--- src/rtl/uart_tx_drain.sv ---
// uart_tx_drain: FIFO-draining 8N1 UART transmitter.
//
// While the upstream show-ahead FIFO reports a byte, the transmitter captures
// the head byte, pops it with a one-cycle advance pulse and sends it LSB-first
// as one start bit, eight data bits and one stop bit. A frame in flight always
// completes. `enable` only blocks the decision to start a new frame.
//
// Parameters:
//   CLKS_PER_BIT  clock cycles per UART bit (2..65535)
// Ports:
//   clk         system clock, rising edge
//   rst         asynchronous active-high reset
//   enable      permits new frames to start
//   data_avail  FIFO holds a byte; data_in is valid while high
//   data_in     FIFO head byte
//   adv         one-cycle FIFO pop, first cycle of the start bit
//   tx          serial line, idle high, registered
//   busy        high whenever a frame is in progress
module uart_tx_drain #(
    parameter int CLKS_PER_BIT = 234
) (
    input  logic       clk,
    input  logic       rst,
    input  logic       enable,
    input  logic       data_avail,
    input  logic [7:0] data_in,
    output logic       adv,
    output logic       tx,
    output logic       busy
);

    localparam int CW = (CLKS_PER_BIT > 1) ? $clog2(CLKS_PER_BIT) : 1;
    localparam logic [CW-1:0] LAST = CW'(CLKS_PER_BIT - 1);

    typedef enum logic [1:0] {IDLE, START, DATA, STOP} state_t;

    state_t        state_reg, state_next;
    logic [7:0]    shift_reg, shift_next;
    logic [2:0]    bit_idx_reg, bit_idx_next;
    logic [CW-1:0] baud_cnt_reg, baud_cnt_next;
    logic          tx_reg, tx_next;
    logic          adv_reg, adv_next;
    logic          bit_done;
    logic [2:0]    bit_idx_inc;

    assign bit_done    = (baud_cnt_reg == LAST);
    assign bit_idx_inc = bit_idx_reg + 3'd1;

    always_ff @(posedge clk or posedge rst) begin
        if (rst) begin
            state_reg    <= IDLE;
            shift_reg    <= 8'h00;
            bit_idx_reg  <= 3'd0;
            baud_cnt_reg <= '0;
            tx_reg       <= 1'b1;
            adv_reg      <= 1'b0;
        end else begin
            state_reg    <= state_next;
            shift_reg    <= shift_next;
            bit_idx_reg  <= bit_idx_next;
            baud_cnt_reg <= baud_cnt_next;
            tx_reg       <= tx_next;
            adv_reg      <= adv_next;
        end
    end

    always_comb begin
        state_next    = state_reg;
        shift_next    = shift_reg;
        bit_idx_next  = bit_idx_reg;
        // The baud counter free-runs inside a frame and wraps at each bit end.
        baud_cnt_next = bit_done ? '0 : baud_cnt_reg + CW'(1);
        tx_next       = tx_reg;
        adv_next      = 1'b0;

        case (state_reg)
            IDLE: begin
                baud_cnt_next = '0;
                tx_next       = 1'b1;
                if (enable && data_avail) begin
                    // Capture and pop in the same decision; tx drops on the
                    // following cycle together with the adv pulse.
                    shift_next = data_in;
                    adv_next   = 1'b1;
                    tx_next    = 1'b0;
                    state_next = START;
                end
            end
            START: begin
                if (bit_done) begin
                    bit_idx_next = 3'd0;
                    tx_next      = shift_reg[0];
                    state_next   = DATA;
                end
            end
            DATA: begin
                if (bit_done) begin
                    if (bit_idx_reg == 3'd7) begin
                        tx_next    = 1'b1;
                        state_next = STOP;
                    end else begin
                        bit_idx_next = bit_idx_inc;
                        tx_next      = shift_reg[bit_idx_inc];
                    end
                end
            end
            STOP: begin
                // Always pass through IDLE so frames are spaced by 10N+1.
                if (bit_done) begin
                    state_next = IDLE;
                end
            end
            default: begin
                state_next = IDLE;
            end
        endcase
    end

    assign adv  = adv_reg;
    assign tx   = tx_reg;
    assign busy = (state_reg != IDLE);

endmodule

--- config.mk ---
export PLATFORM = sky130hd
export DESIGN_NAME = uart_tx_drain
export DESIGN_NICKNAME = d
export VERILOG_FILES = /design/src/rtl/uart_tx_drain.sv
export SDC_FILE = /design/constraint.sdc
export NUM_CORES = 1
export LEC_CHECK = 0
export ABC_AREA = 1
export CORE_MARGIN = 2
export CORE_UTILIZATION = 38
export DETAILED_ROUTE_END_ITERATION = 6
export GPL_TIMING_DRIVEN = 0
export PLACE_DENSITY = 0.63
export RECOVER_POWER = 100
export SYNTH_ARGS = -nofsm -noshare
export SYNTH_HDL_FRONTEND = slang
export SYNTH_SLANG_ARGS = --single-unit
--- constraint.sdc ---
create_clock -name clk -period 3.2 [get_ports clk]
set_input_delay 0.64 -clock clk [delete_from_list [all_inputs] [get_ports clk]]
set_output_delay 0.64 -clock clk [all_outputs]
set_load 0.01 [all_outputs]
==> out/qor.yml <==
tightestPinTransition_ns: 0.871
drt_iter0_drc: 11
io_pins: 15
drt_pass1_iterations: 4
async_reset_ff_share_pct: 100
arrival_ns: 1.85
instances_no_fill: 214
worstPathCellList: "inv_1 > ha_1 > inv_1 > dlygate4sd3_1"
p_int_mw: 0.600
syn_inst: 152
final_hold_viol_count: 0
slew_headroom_pct: 41.9
dpl-instance-area_mm2: 0.00142
rsz0062_at_grt: "no"
synth.top_cell.area_share_pct: 44.9
yosysMostFrequentCell: "nand2_1"
cts_resized: 0
crit_family: "buffers and inverters"
status: "finished clean"
synth-edff-count: 0
avgSynthCellArea_um2: 8.08
p_sw_mw: 0.395
drc: 0
synth_seq_cells: 23
tns_ns: 0
synth_flop_cell: "dfrtp_1"
cts_buffers: 3
yosys.area.top_type: "dfrtp_1"
ir_drop_mv: 0.328
clock_latency_ns: 0.32
grt_max_degree: 24
switching_share_pct: 39.7
drv_cap: 0
synth.yosys.warnings: 0
fmax_mhz: 402
crit_required_ns: 2.56
cts_tree: "built"
dp_slack_ns: 1.08
grt.total_usage_pct: 14.6
seq_area_frac_synth_pct: 47.0
via_per_inst: 4.49
cts.path.max_buffers: 2
grt_pass1_vias: 974
slowest_stage: "dlygate4sd3_1"
finalCritPeriodShare_pct: 77.8
synth_top_cells_by_count: "nand2_1, dfrtp_1, inv_1, nor2_1, nand3_1"
die_y_um: 60.8
postLayoutCoreUtil_pct: 47.0
clkTransAtPathRegs_ns: 0.14
seqPwrFrac_pct: 46.1
syn_nets: 173
post-place-cells: 210
cp.buffers_inverters: 3
synthTopCellsByArea: "dfrtp_1, nand2_1, ha_1, inv_1, nand3_1"
antenna_found_initial: 0
fin_area_mm2: 0.00144
cts.sinks: 23
cp_max_fo: 4
worstSetupPathType: "register to output port"
port_buffers: 14
ant_nets: 0
setup_ws_ns: 0.711
core_mm2: 0.00305
ctsHoldBuffers: 0
vias: 960
antenna_cells: 0
p_per_area_mw_per_mm2: 693
post_cts_buffers: 0
grt-ovfl-total: 0
end_kind: "output port"
syn_area_mm2: 0.00123
rows: 20
ys_types: 23
ctsRootBufferMaster: "clkbuf_4"
pwr-share-comb_pct: 39.8
dieWidth_um: 60.8
layout-drive-gt1-share_pct: 5.88
cellLeakagePower_nw: 0.726
slowest_delay_ns: 0.62
area.growth.synth_to_final_pct: 16.9
slew_violations: 0
period_needed_ns: 2.49
grt_first_pass_wirelength_um: 4020
cp-start-kind: "register"
wl_um: 2200
dp_hpwl_um: 1690
die_area_mm2: 0.00370
htreeDepth: 1
clockPowerShare_pct: 14.1
finalClockSkew_ns: 0.0147
min_path_type: "register to register"
nets: 192
setup_violations: 0
start_util_pct: 40.2
wl_per_cell_um: 10.3
timing.critical_path.mode_cell: "inv_1"
gp_congestion: 0.768
## power by group through the flow
stage	clock network (mW)	logic [mW]	registers (mW)
2_1_floorplan	0	0.314	0.451
3_3_place_gp	0	0.416	0.461
3_5_place_dp	0	0.423	0.468
4_1_cts	0.145	0.426	0.462
5_1_grt	0.158	0.467	0.475
6_report	0.140	0.396	0.459
## layer usage
layer,vias up,part of all wire [%],GRT usage [%]
met5,-,0,0
met4,0,1.7,6.52
li1,511,-,-
met3,5,2.9,2.56
met1,429,51,18.9
met2,15,44,23.8
## logic make-up (layout without fill, tap and decap cells)
kind of cell             after synthesis  count (layout)  synth area share (%)
AO/OA/AOI/OAI                         11              11                  5.40
XOR/XNOR                               2               2                  1.43
adder cells (fa/ha/maj)                9               9                  9.17
buffers and inverters                 17              35                  5.30
flip-flops                            23              23                  47.0
AND/OR/NAND/NOR                       90              90                  31.7
## cells in the final DEF, fill, tap and decap left out, types with 2 or more instances in the layout
cell type        instances
ha_1                     9
nand2_2                  2
clkdlybuf4s50_1         10
nand2_1                 57
nor2_1                  15
dlygate4sd3_1            4
dfrtp_1                 22
nand3_1                 11
inv_1                   16
clkbuf_4                 3
o21ai_0                  5
a21oi_1                  3
## area by class of cell
| cell class | instances | area (um2) |
|---|---|---|
| fill | 331 | 1620 |
| buffer | 1 | 3.75 |
| clock inverter | 1 | 5.00 |
| timing repair buffer | 14 | 140 |
| sequential | 23 | 577 |
| inverter | 16 | 60.1 |
| clock buffer | 3 | 22.5 |
| tap | 44 | 55.1 |
| multi-input combinational | 112 | 572 |
## worst min-delay path, cell delays in order, from the launching register on
cell     delay [ns]
dfstp_2        0.39
nand2_1        0.05
nand2_1        0.05
## stage by stage
step | hold slack (ns) | power (mW)
after floorplan | 0.442 | 0.765
after global placement | 0.458 | 0.877
after detailed placement | 0.459 | 0.892
after CTS | 0.477 | 1.03
after global routing | 0.497 | 1.10
final | 0.472 | 0.995
## path summary, 6_finish.rpt
path / from / endpoint / slack, ns / cells after the start
worst max register to register: state_reg[0]$_DFFE_PP0P_ / shift_reg[5]$_DFFE_PP0P_ / 1.23 / 7
max in group asynchronous: rst / bit_idx_reg[0]$_DFFE_PP0P_ / 1.74 / 2
min in group asynchronous: rst / baud_cnt_reg[1]$_DFF_PP0_ / 0.91 / 2
worst max-delay path: state_reg[0]$_DFFE_PP0P_ / busy / 0.71 / 4
worst min register to register: tx$_DFFE_PP1P_ / tx$_DFFE_PP1P_ / 0.47 / 2
worst min-delay path: tx$_DFFE_PP1P_ / tx$_DFFE_PP1P_ / 0.47 / 2
No activity file was read; power rests on OpenSTA's default activity.
